--- src/rtl/comfort_ctrl.sv ---
// comfort_ctrl - room comfort controller (heater / fan / fault supervision)
//
// Accepts temperature and humidity readings from a sensor reader on each
// rising edge of done_i. It keeps a heat/idle/cool hysteresis state
// machine, drives a proportional fan PWM while cooling, and raises an
// alarm when no plausible reading has arrived for TIMEOUT cycles.
//
// Optional build macro:
//   AVG_FILTER_EN - control and temp_o use a 4-sample moving average of the
//                   accepted temperatures instead of the raw latest value.
//
// Ports:
//   clk_i      in   system clock, all logic on the rising edge
//   rst_i      in   synchronous active-high reset
//   done_i     in   sensor reader done flag (rising edge = new reading)
//   temp_i     in   [7:0] temperature in degC
//   hum_i      in   [7:0] humidity
//   heater_o   out  heater enable (state == HEAT)
//   fan_pwm_o  out  fan PWM drive
//   state_o    out  [1:0] 00 IDLE, 01 HEAT, 10 COOL, 11 FAULT
//   alarm_o    out  high while in FAULT
//   temp_o     out  [7:0] last accepted (filtered) temperature
//   hum_o      out  [7:0] last accepted humidity
module comfort_ctrl #(
    parameter int T_HEAT_ON   = 18,
    parameter int T_COOL_ON   = 28,
    parameter int HYST        = 2,
    parameter int T_MAX_VALID = 60,
    parameter int DUTY_STEP   = 32,
    parameter int TIMEOUT     = 300000000
) (
    input  logic       clk_i,
    input  logic       rst_i,
    input  logic       done_i,
    input  logic [7:0] temp_i,
    input  logic [7:0] hum_i,
    output logic       heater_o,
    output logic       fan_pwm_o,
    output logic [1:0] state_o,
    output logic       alarm_o,
    output logic [7:0] temp_o,
    output logic [7:0] hum_o
);

    localparam int TW = (TIMEOUT > 1) ? $clog2(TIMEOUT) : 1;
    localparam logic [TW-1:0] TO_LAST = TW'(TIMEOUT - 1);

    localparam logic [7:0] HEAT_ON   = 8'(T_HEAT_ON);
    localparam logic [7:0] HEAT_OFF  = 8'(T_HEAT_ON + HYST);
    localparam logic [7:0] COOL_ON   = 8'(T_COOL_ON);
    localparam logic [7:0] COOL_OFF  = 8'(T_COOL_ON - HYST);
    localparam logic [7:0] MAX_VALID = 8'(T_MAX_VALID);

    typedef enum logic [1:0] {
        IDLE  = 2'b00,
        HEAT  = 2'b01,
        COOL  = 2'b10,
        FAULT = 2'b11
    } state_t;

    state_t        state, state_nxt;
    logic          done_q;
    logic          eval_q;
    logic          accept;
    logic          valid;
    logic          fault_trig;
    logic [TW-1:0] to_cnt;
    logic [7:0]    temp_q;
    logic [7:0]    hum_q;
    logic [7:0]    temp_new;
    logic [7:0]    pwm_cnt;
    logic [7:0]    duty;
    logic [7:0]    duty_calc;
    logic [15:0]   excess;
    logic [15:0]   duty_wide;
    logic          heater_q;
    logic          alarm_q;

    // A held-high done_i produces a single accept because only the 0->1
    // transition against the registered copy counts.
    assign accept = done_i & ~done_q;
    assign valid  = accept && (temp_i <= MAX_VALID);

    // A valid accept in the same cycle the counter expires rescues the
    // controller from FAULT; an implausible one does not.
    assign fault_trig = (to_cnt == TO_LAST) && !valid;

`ifdef AVG_FILTER_EN
    logic [7:0] hist0, hist1, hist2;
    logic       primed;
    logic [9:0] avg_sum;

    // The new sample plus the three previous ones form the 4-sample window.
    // Until the first valid sample arrives the history is meaningless, so
    // that sample is passed straight through and copied into every slot.
    assign avg_sum  = {2'b00, temp_i} + {2'b00, hist0} + {2'b00, hist1} + {2'b00, hist2};
    assign temp_new = primed ? 8'(avg_sum >> 2) : temp_i;

    always_ff @(posedge clk_i) begin
        if (rst_i) begin
            hist0  <= 8'd0;
            hist1  <= 8'd0;
            hist2  <= 8'd0;
            primed <= 1'b0;
        end else if (valid) begin
            hist0  <= temp_i;
            hist1  <= primed ? hist0 : temp_i;
            hist2  <= primed ? hist1 : temp_i;
            primed <= 1'b1;
        end
    end
`else
    assign temp_new = temp_i;
`endif

    // Sample capture. eval_q delays the state decision by one edge so it
    // works from the freshly registered temperature.
    always_ff @(posedge clk_i) begin
        if (rst_i) begin
            done_q <= 1'b0;
            eval_q <= 1'b0;
            temp_q <= 8'd0;
            hum_q  <= 8'd0;
        end else begin
            done_q <= done_i;
            eval_q <= valid;
            if (valid) begin
                temp_q <= temp_new;
                hum_q  <= hum_i;
            end
        end
    end

    // Cycles since the last valid sample; parks at TO_LAST so FAULT is held.
    always_ff @(posedge clk_i) begin
        if (rst_i) begin
            to_cnt <= '0;
        end else if (valid) begin
            to_cnt <= '0;
        end else if (to_cnt != TO_LAST) begin
            to_cnt <= to_cnt + 1'b1;
        end
    end

    // Next-state logic. FAULT re-enters the normal regime using the same
    // thresholds as IDLE; HEAT and COOL always pass through IDLE.
    always_comb begin
        state_nxt = state;
        if (fault_trig) begin
            state_nxt = FAULT;
        end else if (eval_q) begin
            case (state)
                IDLE, FAULT: begin
                    if (temp_q <= HEAT_ON)      state_nxt = HEAT;
                    else if (temp_q >= COOL_ON) state_nxt = COOL;
                    else                        state_nxt = IDLE;
                end
                HEAT: if (temp_q >= HEAT_OFF) state_nxt = IDLE;
                COOL: if (temp_q <= COOL_OFF) state_nxt = IDLE;
                default: state_nxt = IDLE;
            endcase
        end
    end

    // State register with heater/alarm flops decoded from the next state so
    // they change on the same edge as state_o.
    always_ff @(posedge clk_i) begin
        if (rst_i) begin
            state    <= IDLE;
            heater_q <= 1'b0;
            alarm_q  <= 1'b0;
        end else begin
            state    <= state_nxt;
            heater_q <= (state_nxt == HEAT);
            alarm_q  <= (state_nxt == FAULT);
        end
    end

    // Proportional duty: one step per degree at or above T_COOL_ON. Below
    // that (still cooling inside the hysteresis band) the fan is off.
    always_comb begin
        excess    = 16'(temp_q) + 16'd1 - 16'(T_COOL_ON);
        duty_wide = excess * 16'(DUTY_STEP);
        if (temp_q < COOL_ON)           duty_calc = 8'd0;
        else if (duty_wide > 16'd255)   duty_calc = 8'hFF;
        else                            duty_calc = duty_wide[7:0];
    end

    // Duty only changes at the end of a PWM period so every period on the
    // fan pin is complete.
    always_ff @(posedge clk_i) begin
        if (rst_i) begin
            pwm_cnt <= 8'd0;
            duty    <= 8'd0;
        end else begin
            pwm_cnt <= pwm_cnt + 8'd1;
            if (pwm_cnt == 8'hFF) begin
                duty <= (state == COOL) ? duty_calc : 8'd0;
            end
        end
    end

    assign fan_pwm_o = (pwm_cnt < duty);
    assign heater_o  = heater_q;
    assign alarm_o   = alarm_q;
    assign state_o   = state;
    assign temp_o    = temp_q;
    assign hum_o     = hum_q;

endmodule

--- config.mk ---
export PLATFORM = sky130hd
export DESIGN_NAME = comfort_ctrl
export DESIGN_NICKNAME = d
export VERILOG_FILES = /design/src/rtl/comfort_ctrl.sv
export SDC_FILE = /design/constraint.sdc
export NUM_CORES = 1
export LEC_CHECK = 0
export CORE_ASPECT_RATIO = 1.5
export CORE_UTILIZATION = 27
export CTS_CLUSTER_SIZE = 30
export DETAILED_ROUTE_END_ITERATION = 10
export PLACE_DENSITY_LB_ADDON = 0.08
export SKIP_LAST_GASP = 1
export SLEW_MARGIN = 20
export SYNTH_ARGS = -nofsm -noshare
export SYNTH_HDL_FRONTEND = slang
export SYNTH_SLANG_ARGS = --single-unit
--- constraint.sdc ---
create_clock -name clk_i -period 2.3 [get_ports clk_i]
set_clock_uncertainty 0.15 [all_clocks]
set_input_delay 0.46 -clock clk_i [delete_from_list [all_inputs] [get_ports clk_i]]
set_output_delay 0.46 -clock clk_i [all_outputs]
set_load 0.005 [all_outputs]
# Yosys cells after proc, flatten, opt, wreduce, memory -nomap -nowiden
# Cells that the tools add are included.
# W data, S select, Z words.
# totals
regBits	67
inputBits	19
out_inout_bits	21
elab_cells	48
# classes
add_sub_neg	4
n_lt_le_gt_ge	8
n_eq_ne	8
n_mux	10
bitwise	2
n_reduce_logical	6
# ops
cell	n
$add A29 B1 Y29 const B	1
$eq A29 B29 Y1 const B	1
$ne A29 B29 Y1 const B	1
$mux W8	3
$ge A8 B5 Y1 const B	2
$gt A16 B8 Y1 const B	1
$le A8 B5 Y1 const B	2
$mux W2	6
$sub A9 B5 Y10 const B	1
$add A8 B1 Y9 const B	1
$add A8 B1 Y8 const B	1
$eq A8 B8 Y1 const B	1
$le A8 B6 Y1 const B	1
$lt A8 B5 Y1 const B	1
$lt A8 B8 Y1	1
$eq A2 B2 Y1 const B	3
$pmux W2 S3	1
$eq A2 B1 Y1 const B	2
$reduce_or A2 Y1	2
$logic_and A1 B1 Y1	2
$logic_not A2 Y1	1
$and A1 B1 Y1	1
$logic_not A1 Y1	1
$not A1 Y1	1

# Longest topological paths before layout
# Gate-level depths: netlist (run 1).
# depth
depth_word	7
depth_mapped	8
ltp_nobuf	7

# Worst setup path after synthesis (run 1)
# No wires, ideal clock.
# synth_timing
path_kind	input port to flip-flop
startpoint	input port temp_i[7]
endpoint	register to_cnt[10]
arrival_time_ps	1737
setup_slack_ps	286
path_stages	6
n_path_buf	2
cell_sequence	nor4b_1 o21ai_1 nand2b_1 clkbuf_1 buf_1 nor2_1
# synth_between
elab_chain_len	3
# synth_lines
item	line_no	text
start, declared	35	input logic [7:0] temp_i,
$le A8 B6 Y1	82	assign valid = accept && (temp_i <= MAX_VALID);
$logic_and A1 B1 Y1	82	
$reduce_or A2 Y1 (no line)	-	
end signal, assigned	141	to_cnt <= to_cnt + 1'b1;
end, declared	67	logic [TW-1:0] to_cnt;
# No other way between the ends.
# A chain may end at the register's enable or synchronous reset.

# Final worst setup path (run 1)
# layout_timing
startpoint	register duty[4]
endpoint	output port fan_pwm_o
# layout_between
elab_chain_len	1
# layout_lines
item	line_no	text
start, declared	72	logic [7:0] duty;
start signal, assigned	198	duty <= (state == COOL) ? duty_calc : 8'd0;
$lt A8 B8 Y1	203	assign fan_pwm_o = (pwm_cnt < duty);
end, declared	38	output logic fan_pwm_o,
# No other way between the ends.

==> key figures, run 1 <==
Layout
  • Nets: 462
  • Fin util: 38.3%
  • Post-route insts no fill: around 580
  • Fillers: 1167
  • Register area: ~1300 um^2
  • # diodes: 0
  • Area of the multi-input gates: 1720 um^2
  • Layout cell share with drive strength beyond 1: 17.1%
  • Layout area overhead: 38.8%

Timing
  • Max Freq: 441 MHz
  • Slew at the pin closest to its max-slew limit: 0.438 ns
  • Tcrit/Tclk final: 98.7%
  • # setup viols final: 0
  • Shortest period the worst path allows: 2.27 ns
  • Slew Viols, Final: 0
  • Unrepaired setup endpoints after global routing: yes
  • Slew headroom: a little over two thirds
  • Final hold violation count: 0

Logic synthesis
  • Synth Cell Area: slightly above 3000 um^2
  • Distinct cell type count of the synthesized netlist: 51
  • Most used DFF post-synth: dfxtp_1
  • Post-synthesis sequential area ratio: 41.6%
  • Number of synthesized flops with an enable pin: 0
  • Register bit count reported by yosys: 63
  • Synth warn: 0
  • Avg Inst Size Synth: 8.45 um^2
  • Async set or reset register ratio after synthesis: 0%
  • Net Count, Synth: around 390
  • Post-synthesis cell count: 359

Critical path
  • Crit-path max FO: 4
  • Critical setup path kind: reg -> out
  • Worst r2r path cells: 7
  • Critical path's slowest cell: dfxtp_2
  • Critical Path RT: between 1.5 and 2 ns
  • Worst setup SP type: flop
  • CP bufs+invs: 3
  • Worst Path Arrival: between 1.5 and 2 ns
  • Crit path from: duty[4]
  • RR Endpoint: alarm_o
  • R2R Path Start: temp_o[0]
  • Crit path max-delay family: compound AO/OA/AOI/OAI gates
  • Cells along the critical path: inv_2, buf_6, ha_4, o21ai_2, a21boi_1, o21ai_1, a31o_2, buf_2
  • Max incr delay on CP: 0.33 ns
  • R2r setup slk: roughly 0.13 ns
  • CP endpoint kind: output port

CTS
  • Inserted Clock Buffers: 9
  • CTS tree: done
  • Worst skew pair latency: 0.33 ns
  • Clk sink count: 63
  • Root buf cell: clkbuf_16
  • Cts hold-fix bufs: 0
  • H-tree Lvls: 3
  • Clock transition at path regs: 0.05 ns
  • CTS Buffer Depth: 2

Global routing
  • Remaining global-route overflow: 0
  • GRT Overall Usage: 14.1%
  • Largest net degree at the start of global routing: 29
  • First-pass GRT wire length: 12600 um
  • Number of global-route vias before repair: 2641
  • Initial antenna violation count: 0

Detailed routing
  • Routed Antenna Nets: 0
  • DR top layer: met4
  • WL final: between 7000 and 8000 um
  • DR iter-0 viols: just over 80
  • Met3 WL: 196 um
  • Pre-Repair DR Iteration Count: 4
  • Drt drc: 0
  • Via count: 2698
  • Met2 WL: 4000 um
  • Per-cell routed wire length: 13.1 um
  • Routed length on met1: ~3300 um
  • Number of vias per cell: 4.64

Power and ir drop
  • Pwr dens: around 680 nW/um^2
  • Leak: 1.50 nW
  • Total power draw: 2.86 mW
  • Peak supply drop: 0.327 mV

Placed design
  • Placed wire-length estimate: roughly 5600 um
  • IO Port Bufs: 39
  • Inst Count DP: 562
  • Global placer's final weighted congestion: 0.752

Die
  • CORE AREA: 11000 um^2
  • # rows: 47
  • Initial Utilization: between 20% and 30%
  • DIE HEIGHT: 132 um
  • Die X: 88.5 um
  • IO Pins: 40
  • Die area: 11700 um^2

Worst hold path
  • Worst Hold Depth: 2
  • Worst hold endpoint: duty[4]
  • Hold Crit Class: reg -> reg
  • Min-Delay Startpoint: duty[4]

Run status
  • Status: finished clean

Job
  • Max-cap viol count: 0
-- power breakdown --
group | switching (mW) | leakage (nW) | internal [mW] | total (mW)
clock | 0.489 | 0.168 | 1.08 | 1.57
combinational | 0.0685 | 0.818 | 0.0913 | 0.160
sequential | 0.0182 | 0.512 | 1.11 | 1.13
total | 0.575 | 1.50 | 2.28 | 2.86
-- flip-flops by register name (all words and copies together), names as in the netlist --
signal	count
heater_o	1
alarm_o	1
duty	4
pwm_cnt	8
done_q	1
hum_o	8
eval_q	1
to_cnt	29
temp_o	8
state_o	2
-- routing by layer --
| metal | up-vias | GRT usage [%] |
|---|---|---|
| li1 | 1418 | - |
| met1 | 1238 | 15.6 |
| met2 | 32 | 24.9 |
| met3 | 10 | 3.57 |
| met4 | 0 | 5.91 |
| met5 | - | 0 |
-- worst max-delay path by stage --
stage / end / slack (ns) / cells after the start
2_1_floorplan: to_cnt[10] / 0.29 / 6
3_3_place_gp: heater_o / -0.24 / 7
3_5_place_dp: heater_o / -0.26 / 7
4_1_cts: fan_pwm_o / -0.07 / 8
5_1_grt: fan_pwm_o / -0.07 / 8
6_report: fan_pwm_o / 0.03 / 8
-- Yosys cell counts, types with 3 or more instances --
| master | n | area share (%) |
|---|---|---|
| nand3_1 | 18 | 3.0 |
| o21ai_0 | 11 | 1.8 |
| inv_1 | 16 | 2.0 |
| a22oi_1 | 3 | 0.74 |
| clkbuf_1 | 6 | 0.74 |
| nand2_1 | 49 | 6.1 |
| ha_1 | 14 | 5.8 |
| nor2_1 | 37 | 4.6 |
| nor3_1 | 6 | 0.99 |
| nor4b_1 | 4 | 1.2 |
| xnor2_1 | 16 | 4.6 |
| and4_2 | 3 | 0.99 |
| nor4_1 | 9 | 1.9 |
| or4_1 | 6 | 1.5 |
| or3_1 | 4 | 0.82 |
| nand4_1 | 8 | 1.7 |
| xor2_1 | 10 | 2.9 |
| nor2b_1 | 3 | 0.62 |
| dfxtp_1 | 63 | 42 |
| a21oi_1 | 24 | 4.0 |
| and2_1 | 4 | 0.82 |
| and3_1 | 5 | 1.0 |
| o31ai_1 | 5 | 1.2 |
-- layout by cell type (no fill, tap or decap), types with 2 or more instances in the layout --
cell type / count
nand3_1: 18
and4_2: 3
xnor2_1: 16
buf_4: 29
bufinv_16: 3
inv_2: 2
dfxtp_1: 59
or3_1: 4
a21oi_1: 24
and3_1: 5
nand2_1: 49
nor3_1: 6
nor2b_1: 3
nor4_1: 9
o31ai_1: 5
nor2_1: 37
clkinv_2: 2
ha_1: 10
clkbuf_16: 9
o21ai_1: 4
a22oi_1: 3
nor4b_1: 4
or4_1: 6
and2_1: 4
o21ai_0: 8
or2_2: 2
clkdlybuf4s50_1: 38
dfxtp_2: 4
and4_1: 2
a31oi_1: 2
nand4_1: 8
xor2_1: 10
o21a_1: 2
ha_4: 3
inv_1: 14
-- stage by stage --
step / hold slack [ns] / setup slack, ns / area (um^2) / setup TNS, ns
floorplan: 0.272 / 0.286 / 3030 / 0
global placement: 0.287 / -0.245 / 3770 / -1.18
detailed placement: 0.288 / -0.258 / 3770 / -1.24
CTS: 0.291 / -0.0721 / 4160 / -0.0721
global route: 0.316 / -0.0693 / 4210 / -0.0693
finish: 0.299 / 0.0304 / 4210 / 0
-- final cells by class --
| cell class | count | share of cell area [%] |
|---|---|---|
| clock buffers | 10 | 5.68 |
| clock inverters | 6 | 2.56 |
| inverters | 16 | 1.43 |
| multi-input cells | 269 | 40.8 |
| flip-flops and latches | 63 | 30.1 |
| well taps | 147 | 4.37 |
| repair buffers | 70 | 15.1 |
-- kinds of logic after synthesis --
kind of cell | Yosys count | share of synthesized area [%]
compound gates | 60 | 12.3
mux | 1 | 0.330
xor+xnor | 26 | 7.51
fa+ha+maj | 14 | 5.78
flops | 63 | 41.6
simple gates | 168 | 28.7
buf+inv | 27 | 3.84
-- worst min-delay path: cells and delay by family (launching register included) --
kind	cells	cell delay [ns]
DFF	1	0.32
and+or+nand+nor	2	0.09
-- timing repair --
item / in CTS / in global routing
buffers inserted: 1 / 2
resized for setup: 15 / 10
pin swaps: 3 / 6
hold endpoints to repair: 0 / 0
setup endpoints to repair: 1 / 2
Power figures use the tool's default switching activity.
==> run 2: changes to the inputs <==
--- a/config.mk
+++ b/config.mk
@@ -5,10 +5,12 @@
 export SDC_FILE = /design/constraint.sdc
 export NUM_CORES = 1
 export LEC_CHECK = 0
+export CAP_MARGIN = 20
 export CORE_ASPECT_RATIO = 1.5
 export CORE_UTILIZATION = 27
 export CTS_CLUSTER_SIZE = 30
 export DETAILED_ROUTE_END_ITERATION = 10
+export HOLD_SLACK_MARGIN = 0.08
 export PLACE_DENSITY_LB_ADDON = 0.08
 export SKIP_LAST_GASP = 1
 export SLEW_MARGIN = 20
==> results of run 2 <==
No change in the layout: final DEF, timing and power equal those of run 1.
